--- src/rtl/fast_ica_pkg.sv ---
// Shared types and helpers for the FastICA one-unit sequencer.
// Optional feature macro: FICA_CONV_CHECK_EN (tolerance-based early exit).
package fast_ica_pkg;

    typedef enum logic [2:0] {
        IDLE,
        INIT,
        ITER,
        WAIT,
        CHECK,
        COMMIT,
        EXTRACT,
        DONE
    } fica_state_e;

    // Default Q-format: Q2.30, so ONE is 1 << 30.
    localparam int      FICA_FRAC_DEFAULT = 30;
    localparam longint  FICA_ONE_DEFAULT  = longint'(1) << FICA_FRAC_DEFAULT;

    // Index width for n items; never narrower than one bit.
    function automatic int fica_idx_w(input int n);
        return (n > 1) ? $clog2(n) : 1;
    endfunction

    // Width of a counter that must hold the value n itself.
    function automatic int fica_cnt_w(input int n);
        return (n > 0) ? $clog2(n + 1) : 1;
    endfunction

endpackage

--- src/rtl/fica_conv_check.sv ---
// Convergence detector: registers (ONE - |dot|) <= TOL when sample is high.
// |dot| saturates the most-negative input to the largest positive value and
// all arithmetic is carried one bit wider than the input.
// Only instantiated when FICA_CONV_CHECK_EN is defined.
module fica_conv_check import fast_ica_pkg::*; #(
    parameter int DW   = 32,
    parameter int FRAC = 30,
    parameter int TOL  = 1024
) (
    input  logic                 clk,
    input  logic                 rst_n,
    input  logic                 sample,
    input  logic signed [DW-1:0] dot,
    output logic                 conv
);

    localparam int XW = DW + 1;
    localparam logic signed [XW-1:0] ONE_X   = XW'(1) << FRAC;
    localparam logic signed [XW-1:0] TOL_X   = XW'(TOL);
    localparam logic signed [XW-1:0] MAX_POS = {2'b00, {(DW-1){1'b1}}};

    logic signed [XW-1:0] dot_ext;
    logic signed [XW-1:0] abs_val;
    logic signed [XW-1:0] diff;
    logic                 is_min;

    // Saturating absolute value and distance from ONE.
    always_comb begin
        dot_ext = {dot[DW-1], dot};
        is_min  = (dot == {1'b1, {(DW-1){1'b0}}});
        abs_val = dot_ext;
        if (is_min) begin
            abs_val = MAX_POS;
        end else if (dot[DW-1]) begin
            abs_val = -dot_ext;
        end
        diff = ONE_X - abs_val;
    end

    // Capture the convergence decision alongside the accepted dot product.
    always_ff @(posedge clk or negedge rst_n) begin
        if (!rst_n) begin
            conv <= 1'b0;
        end else if (sample) begin
            conv <= (diff <= TOL_X);
        end
    end

endmodule

--- src/rtl/fast_ica_sequencer.sv ---
// FastICA sequencer: per component, load w, iterate updates until converged
// or MAX_ITER, commit w into the unmixing column, then launch extraction.
// Build option FICA_CONV_CHECK_EN enables tolerance-based early exit; without
// it each component runs exactly MAX_ITER updates and is flagged complete.
module fast_ica_sequencer import fast_ica_pkg::*; #(
    parameter int SIZE_C   = 3,
    parameter int MAX_ITER = 64,
    parameter int DW       = 32,
    parameter int FRAC     = FICA_FRAC_DEFAULT,
    parameter int TOL      = 1024
) (
    input  logic                              clk,
    input  logic                              rst_n,
    input  logic                              start,
    input  logic                              abort,
    output logic                              busy,
    output logic                              done,
    output logic [fica_idx_w(SIZE_C)-1:0]     comp_idx,
    output logic [fica_cnt_w(MAX_ITER)-1:0]   iter_cnt,
    output logic                              w_init_load,
    output logic                              dp_start,
    input  logic                              dp_done,
    input  logic signed [DW-1:0]              dp_dot,
    output logic                              w_commit,
    output logic                              ext_start,
    input  logic                              ext_done,
    output logic [SIZE_C-1:0]                 conv_flags
);

    localparam int CW = fica_idx_w(SIZE_C);
    localparam int IW = fica_cnt_w(MAX_ITER);
    localparam logic [CW-1:0] LAST_COMP = CW'(SIZE_C - 1);
    localparam logic [IW-1:0] ITER_MAX  = IW'(MAX_ITER);

    fica_state_e state_reg;
    logic        conv_bit;

`ifdef FICA_CONV_CHECK_EN
    fica_conv_check #(
        .DW   (DW),
        .FRAC (FRAC),
        .TOL  (TOL)
    ) u_conv_check (
        .clk    (clk),
        .rst_n  (rst_n),
        .sample ((state_reg == WAIT) && dp_done),
        .dot    (dp_dot),
        .conv   (conv_bit)
    );
`else
    // Without the tolerance test a component is finished only by the
    // iteration limit; the dot product is deliberately left unused.
    localparam int UNUSED_CFG_SUM = DW + FRAC + TOL;
    logic unused_dot;
    assign unused_dot = ^dp_dot;
    assign conv_bit   = (iter_cnt == ITER_MAX);
`endif

    // Main sequencing FSM; every output is a register set on entry to the
    // state that owns it, so pulses are exactly one cycle wide.
    always_ff @(posedge clk or negedge rst_n) begin
        if (!rst_n) begin
            state_reg   <= IDLE;
            busy        <= 1'b0;
            done        <= 1'b0;
            comp_idx    <= '0;
            iter_cnt    <= '0;
            w_init_load <= 1'b0;
            dp_start    <= 1'b0;
            w_commit    <= 1'b0;
            ext_start   <= 1'b0;
            conv_flags  <= '0;
        end else begin
            w_init_load <= 1'b0;
            dp_start    <= 1'b0;
            w_commit    <= 1'b0;
            ext_start   <= 1'b0;
            done        <= 1'b0;
            if (abort) begin
                // Partial conv_flags are intentionally kept for inspection.
                state_reg <= IDLE;
                busy      <= 1'b0;
            end else begin
                case (state_reg)
                    IDLE: begin
                        if (start) begin
                            state_reg   <= INIT;
                            busy        <= 1'b1;
                            comp_idx    <= '0;
                            iter_cnt    <= '0;
                            conv_flags  <= '0;
                            w_init_load <= 1'b1;
                        end
                    end
                    INIT: begin
                        iter_cnt  <= '0;
                        dp_start  <= 1'b1;
                        state_reg <= ITER;
                    end
                    ITER: begin
                        state_reg <= WAIT;
                    end
                    WAIT: begin
                        if (dp_done) begin
                            iter_cnt  <= iter_cnt + 1'b1;
                            state_reg <= CHECK;
                        end
                    end
                    CHECK: begin
                        if (conv_bit) begin
                            conv_flags[comp_idx] <= 1'b1;
                            w_commit             <= 1'b1;
                            state_reg            <= COMMIT;
                        end else if (iter_cnt == ITER_MAX) begin
                            w_commit  <= 1'b1;
                            state_reg <= COMMIT;
                        end else begin
                            dp_start  <= 1'b1;
                            state_reg <= ITER;
                        end
                    end
                    COMMIT: begin
                        if (comp_idx == LAST_COMP) begin
                            ext_start <= 1'b1;
                            state_reg <= EXTRACT;
                        end else begin
                            comp_idx    <= comp_idx + 1'b1;
                            iter_cnt    <= '0;
                            w_init_load <= 1'b1;
                            state_reg   <= INIT;
                        end
                    end
                    EXTRACT: begin
                        if (ext_done) begin
                            done      <= 1'b1;
                            state_reg <= DONE;
                        end
                    end
                    DONE: begin
                        busy      <= 1'b0;
                        state_reg <= IDLE;
                    end
                    default: begin
                        busy      <= 1'b0;
                        state_reg <= IDLE;
                    end
                endcase
            end
        end
    end

endmodule

--- config.mk ---
export PLATFORM = sky130hd
export DESIGN_NAME = fast_ica_sequencer
export DESIGN_NICKNAME = d
export VERILOG_FILES = /design/src/rtl/fast_ica_pkg.sv /design/src/rtl/fica_conv_check.sv /design/src/rtl/fast_ica_sequencer.sv
export SDC_FILE = /design/constraint.sdc
export NUM_CORES = 1
export LEC_CHECK = 0
export CAP_MARGIN = 20
export CORE_ASPECT_RATIO = 0.6
export CORE_UTILIZATION = 40
export DETAILED_ROUTE_END_ITERATION = 10
export PLACE_DENSITY = 0.76
export SYNTH_ARGS = -nofsm -noshare
export SYNTH_HDL_FRONTEND = slang
export SYNTH_HIERARCHICAL = 1
export SYNTH_SLANG_ARGS = --single-unit
--- constraint.sdc ---
create_clock -name clk -period 2.25 [get_ports clk]
set_input_delay 0.3375 -clock clk [delete_from_list [all_inputs] [get_ports clk]]
set_output_delay 0.3375 -clock clk [all_outputs]
set_load 0.01 [all_outputs]
# Yosys cells after proc, flatten, opt, wreduce, memory -nomap -nowiden
# Cells that the tools add are included.
# word_totals
register_bits	21
inputBits	38
output_inout_bits	18
word_cells	81
# op_classes
n_addsub	2
n_lt_le_gt_ge	2
eq_ne	16
n_mux	38
n_bitwise	2
n_reduce_logical	11
# ops
op	n
$pmux W7 S4	1
$mux W3	8
$pmux W3 S8	1
$mux W7	3
$mux W1	17
$eq A3 B3 Y1 const B	4
$ne A3 B3 Y1 const B	3
$ne A2 B2 Y1 const B	4
$reduce_and A4 Y1	2
$add A7 B1 Y7 const B	1
$eq A7 B7 Y1 const B	1
$eq A3 B2 Y1 const B	2
$pmux W1 S2	3
$pmux W3 S2	1
$reduce_and A5 Y1	1
$mux W2	2
$pmux W2 S2	1
$reduce_bool A2 Y1	2
$reduce_bool A4 Y1	1
$eq A3 B1 Y1 const B	1
$logic_not A3 Y1	1
$lt A2 B3 Y1 const B	1
$or A3 B3 Y3	1
$reduce_and A3 Y1	1
8 further kinds	8

# Logic depth before layout (Yosys ltp)
# Gate-level depths: netlist (run 1).
# logic_depth
word_depth	7
mapped_depth	7
ltp_nobuf	6

# Worst setup path after synthesis (run 1)
# No wires, ideal clock.
# synth_path
path_type	flip-flop to flip-flop
from	register comp_idx[0]
to	register iter_cnt[0]
setup_time_ns	0.076
arrival_ns	1.579
required_ns	2.174
path_slack_ns	0.595
stages_incl_launch_ff	8
path_buffers	1
period_less_slack_ns	1.655
path_cell_list	dfrtp_1 -> inv_1 -> ha_1 -> nand2_1 -> a211oi_2 -> buf_6 -> or4_1 -> o21ai_1
# synth_via
elab_chain_len	3
# synth_rtl
item	line	text
from (decl)	fast_ica_sequencer.sv:18	output logic [fica_idx_w(SIZE_C)-1:0] comp_idx,
from (signal assigned)	fast_ica_sequencer.sv:127	comp_idx <= comp_idx + 1'b1;
$eq A2 B2 Y1	fast_ica_sequencer.sv:123	if (comp_idx == LAST_COMP) begin
$ne A2 B2 Y1 (no source line)	-	
$reduce_and A5 Y1 (no source line)	-	
to (signal assigned)	fast_ica_sequencer.sv:105	iter_cnt <= iter_cnt + 1'b1;
to (decl)	fast_ica_sequencer.sv:19	output logic [fica_cnt_w(MAX_ITER)-1:0] iter_cnt,
# Every way passes these cells.
# A chain may end at the register's enable or synchronous reset.

# Worst setup path after layout (run 1)
# layout_path
from	register comp_idx[0]
to	register iter_cnt[5]
# The elaborated chain is that of the path after synthesis.

==> out/qor.txt, run 1 <==
status: finished clean
sequential power share: 53.3%
hold_buf cts: 0
crit start category: flip-flop
Pre-antenna DRT Iters: 5
Vert. Die Dim: 44.1 microns
IO Port Bufs: 23
core area: 2650 sq um
register area share after synthesis: 44.5%
CTS tree: done
gp weighted congestion: 0.856
number of buffers created by CTS: 3
Net Sw Frac: 26.0%
# setup viols final: 0
critical path's slowest cell: a211oi_2
Reg2Reg Depth: 6
Critical Path RT: 2.44 ns
post-synthesis net count: 167
Ant. Diodes: 0
number of cell rows: 14
post-synthesis cell count: 124
vias per std cell: 5.63
top-area cell type share of the netlist area: 44.5%
minimum clock period: 1.98 ns
Clk pwr share: 33.5%
Post-synth EDFFs: 0
first-pass GRT wire length: 4580 microns
max-cap violations: 0
antenna violations before repair: 0
post-route setup slack: 0.270 ns
clock latency on the worst-skew pair: 0.27 ns
Max Root-Sink Buffers: 2
post-synthesis register bit count: 21
Area contributors post-synth: dfrtp_1 44%, ha_1 5.3%, o21ai_0 4.2%
Net Switching: 0.196 mW
htree depth: 1
RSZ-0062 raised after global routing: false
fmax: 505 MHz
Clock transition at path regs: 0.08 ns
post-CTS setup buffers: 0
Int Power: 0.556 mW
hpwl dp: 2050 microns
DRC violations left: 0
Reg2Reg Setup Slack: 0.27 ns
Avg Cell Area, Syn: 9.53 sq um
grt total ovfl: 0
Fin Hold WS: 0.405 ns
post-place setup slack: 0.256 ns
Top FF cell, synth: dfrtp_1
GRT Total Usage: 19.8%
crit path cell chain: inv_1, ha_1, nand2_1, a211oi_2, o21ai_0, a21oi_1
Max Slew Vio Count: 0
Fin. Hold Viols: 0
die area: 3180 sq um
Unique masters post-synth: 36
initial core utilization: 44.7%
Slew HR: 54.9%
Final nets: 190
Worst Path Buf+Inv: 1
DRT antenna net count: 0
Ys Warns: 6
vias in the first global route: 993
Hold Path Class: primary input to async pin
period utilization: 88.0%
CP max stage delay: 0.59 ns
largest net degree at the start of global routing: 22
PostCTS Resize Cnt: 0
ys async rst share: 100%
clock sink count: 21
WL final: 2810 microns
post-DR wirelength/cell: 15.1 microns
setup_tns: 0 ns
combinational share of power: 13.2%
maximum vdd drop: 0.246 mV
Die Wd: 72.2 microns
CP max FO: 12
layout cell share with drive strength beyond 1: 5.48%
top-level port count: 56
Worst-Margin Slew: 0.671 ns
initial DRC count: 149
Area Overhead vs Synth: 24.8%
final core utilization: 55.7%
Critical Path End Type: flip-flop
kind of critical path: flip-flop to flip-flop
worst flop-to-flop path endpoint: iter_cnt[5]
top cell type by total area after synthesis: dfrtp_1
Power Density: 510 nW/um^2
vias post-DR: 1047
max reg flops: 7
r2r startpoint: comp_idx[0]
Worst path top cell family by delay: compound AO/OA/AOI/OAI gates
Root Buffer: clkbuf_8
Leak Pwr: 0.596 nW
Worst Path Arrival: 2.17 ns
Worst Clk Skew: 0.00487 ns
mapped cell area: 1180 sq um
layer usage:
layer,GRT usage (%),part of all wire [%]
met1,27.0,46
met2,28.0,44
met4,11.8,2.1
met3,5.92,8.3
met5,0,0
cell usage in the layout (no fill, tap or decap), types with 5 or more instances in the layout:
| master | instances |
|---|---|
| o21ai_0 | 10 |
| nor2_1 | 7 |
| a21oi_1 | 9 |
| clkdlybuf4s50_1 | 23 |
| dfrtp_1 | 21 |
| or3_1 | 5 |
| inv_1 | 8 |
| ha_1 | 5 |
| nand2_1 | 10 |
worst register-to-register path, cell delays in order (launching register included):
cell and delay (ns):
dfrtp_1 0.42, inv_1 0.11, ha_1 0.28, nand2_1 0.15, a211oi_2 0.59, o21ai_0 0.19
a21oi_1 0.16
power groups by stage:
stage / clock (mW) / combinational [mW] / sequential [mW]
final: 0.252 / 0.0991 / 0.401
after global routing: 0.271 / 0.108 / 0.403
after CTS: 0.256 / 0.0985 / 0.400
after detailed placement: 0 / 0.0971 / 0.407
after global placement: 0 / 0.0935 / 0.407
after floorplan: 0 / 0.0665 / 0.400
per-stage QoR:
stage | cell area (sq um) | total power [mW] | cells
floorplan | 1180 | 0.467 | 124
global placement | 1430 | 0.500 | 182
detailed placement | 1430 | 0.504 | 182
CTS | 1470 | 0.754 | 186
global route | 1470 | 0.782 | 186
finish | 1470 | 0.752 | 186
how the worst max path moves through the flow:
stage | slack [ns] | to | depth (start not counted) | startpoint
2_1_floorplan | 0.59 | iter_cnt[0] | 7 | comp_idx[0]
3_3_place_gp | 0.28 | iter_cnt[6] | 5 | start
3_5_place_dp | 0.26 | iter_cnt[6] | 5 | start
4_1_cts | 0.31 | iter_cnt[5] | 6 | comp_idx[0]
5_1_grt | 0.14 | iter_cnt[3] | 6 | comp_idx[0]
6_report | 0.27 | iter_cnt[5] | 6 | comp_idx[0]
area by class of cell:
class | count | area (sq um)
tap | 40 | 50.0
fill | 229 | 1170
timing repair buffer | 25 | 245
multi-input combinational | 88 | 578
inverter | 8 | 30.0
clock buffer | 4 | 45.0
sequential | 21 | 526
cell usage after synthesis, types with 2 or more instances:
cell type  number
inv_1           8
nand2_1        10
mux2i_1         2
ha_1            5
nor3_1          3
nor2_1          7
buf_6           2
and3b_1         2
nand2b_1        3
or4_1           3
nand4_1         3
o31ai_1         2
nor2b_1         3
nand3b_1        3
or3_1           5
dfrtp_1        21
a22o_1          3
o21ai_0        10
a211oi_1        2
clkbuf_1        2
a21oi_1         9
buf_2           2
cell families after synthesis:
kind of cell	synth area share (%)
adder cells (fa/ha/maj)	5.30
buffers and inverters	6.57
flip-flops	44.5
multiplexers	1.69
AO/OA/AOI/OAI	18.1
AND/OR/NAND/NOR	23.8
Power figures use the tool's default switching activity.
==> run 2: changes to the inputs <==
--- a/config.mk
+++ b/config.mk
@@ -10,6 +10,7 @@
 export CORE_UTILIZATION = 40
 export DETAILED_ROUTE_END_ITERATION = 10
 export PLACE_DENSITY = 0.76
+export REMOVE_ABC_BUFFERS = 1
 export SYNTH_ARGS = -nofsm -noshare
 export SYNTH_HDL_FRONTEND = slang
 export SYNTH_HIERARCHICAL = 1
==> run 2 against run 1 <==
  * Maximum frequency is 1.2% higher
  * Die area stayed put
  * Final area is 0.51% higher
  * Final cell count is 0.54% higher
  * Clock power is 2% lower
  * Wire length is 8.1% lower
  * Non-clock buffer count is 1 higher
  * Sequential share of layout area is 0.18 points lower
  * Largest cell class unchanged
==> out/qor.txt, run 2 (synthesis gave the netlist of run 1 again) <==
Clock transition at path regs: 0.08 ns
Root Buffer: clkbuf_8
grt total ovfl: 0
Max Root-Sink Buffers: 2
Die Wd: 72.2 microns
worst flop-to-flop path endpoint: iter_cnt[2]
Final nets: 191
status: finished clean
crit start category: flip-flop
Clk pwr share: 33.2%
Slew HR: 57.5%
Int Power: 0.558 mW
Net Sw Frac: 25.4%
hold_buf cts: 0
combinational share of power: 14.3%
Area Overhead vs Synth: 25.4%
layout cell share with drive strength beyond 1: 6.12%
core area: 2650 sq um
clock sink count: 21
PostCTS Resize Cnt: 0
post-place setup slack: 0.264 ns
max-cap violations: 0
clock latency on the worst-skew pair: 0.26 ns
Fin Hold WS: 0.411 ns
Hold Path Class: primary input to async pin
Worst-Margin Slew: 0.637 ns
max reg flops: 7
Finished Layout Cells: 187
CP max FO: 12
DP Cell Count: 183
DRT antenna net count: 0
DRC violations left: 0
setup_tns: 0 ns
Fin. Hold Viols: 0
Worst Path Arrival: 2.14 ns
Critical Path End Type: flip-flop
Post-DP Area: 1440 sq um
initial DRC count: 147
r2r startpoint: comp_idx[0]
WL final: 2580 microns
Leak Pwr: 0.602 nW
largest net degree at the start of global routing: 22
period utilization: 87.0%
max layer used: met4
initial core utilization: 44.7%
top-level port count: 56
Critical Path RT: 2.44 ns
sequential power share: 52.6%
Worst Clk Skew: 0.00582 ns
htree depth: 1
number of buffers created by CTS: 3
end of the critical path: iter_cnt[2]
fmax: 511 MHz
Reg2Reg Setup Slack: 0.29 ns
CTS tree: done
Reg area: 526 sq um
Multi-input gate area: 578 sq um
commonest non-fill, non-tap cell in the layout: clkdlybuf4s50_1
post-CTS setup buffers: 0
vias per std cell: 5.28
gp weighted congestion: 0.845
Power Density: 505 nW/um^2
Reg2Reg Depth: 6
Pre-antenna DRT Iters: 6
minimum clock period: 1.96 ns
post-DR wirelength/cell: 13.8 microns
vias post-DR: 987
filler cell count: 229
die area: 3180 sq um
met3 WL: 183 microns
hpwl dp: 1950 microns
WL met2: 1130 microns
Power Total: 0.749 mW
antenna violations before repair: 0
first-pass GRT wire length: 4350 microns
final core utilization: 56.0%
kind of critical path: flip-flop to flip-flop
Design Area, Final: 1480 sq um
Net Switching: 0.190 mW
post-route setup slack: 0.292 ns
# setup viols final: 0
maximum vdd drop: 0.323 mV
Worst Setup SP: comp_idx[0]
IO Port Bufs: 23
vias in the first global route: 913
GRT Total Usage: 18.6%
commonest cells after routing, fill and taps aside: 23 x clkdlybuf4s50_1, 21 x dfrtp_1, 10 x nand2_1, 10 x o21ai_0, 9 x a21oi_1
RSZ-0062 raised after global routing: false
Ant. Diodes: 0
met1 wire length: 1240 microns
Vert. Die Dim: 44.1 microns
Max Slew Vio Count: 0
number of cell rows: 14
-- run 2: cell count changes in the layout (fill, tap and decap cells not counted), sizes merged --
cell	change
buf	+1
-- run 2: routing by layer --
metal  vias up  track usage [%]
met4         0             6.27
met3         2             5.47
met5         -                0
met1       466             27.4
li1        487                -
met2        32             26.4
-- run 2: final cells by class --
cell class,count,share of cell area [%]
Inverter,8,2.03
Sequential cell,21,35.5
Multi-Input combinational cell,88,39.0
Tap cell,40,3.38
Clock buffer,4,3.04
Timing Repair Buffer,26,17.1
-- run 2: worst max-delay path, cell delays in order, from the launching register on --
cell	delay, ns
dfrtp_1	0.42
inv_1	0.10
ha_1	0.27
nand2_1	0.14
a211oi_2	0.58
o21ai_0	0.21
a21oi_1	0.17
-- run 2: how the worst min path moves through the flow --
stage | cells after the start | start | to
3_5_place_dp | 1 | conv_flags[0] | conv_flags[0]
4_1_cts | 2 | rst_n | iter_cnt[4]
5_1_grt | 2 | rst_n | iter_cnt[4]
3_3_place_gp | 1 | conv_flags[1] | conv_flags[1]
2_1_floorplan | 0 | rst_n | busy
6_report | 2 | rst_n | iter_cnt[4]
-- run 2: power by group through the flow --
stage               Sequential [mW]  Combinational [mW]  Clock [mW]
finish                        0.394               0.107       0.248
global route                  0.395               0.118       0.270
CTS                           0.394               0.107       0.257
detailed placement            0.401               0.106           0
global placement              0.401               0.102           0
floorplan                     0.407              0.0487           0
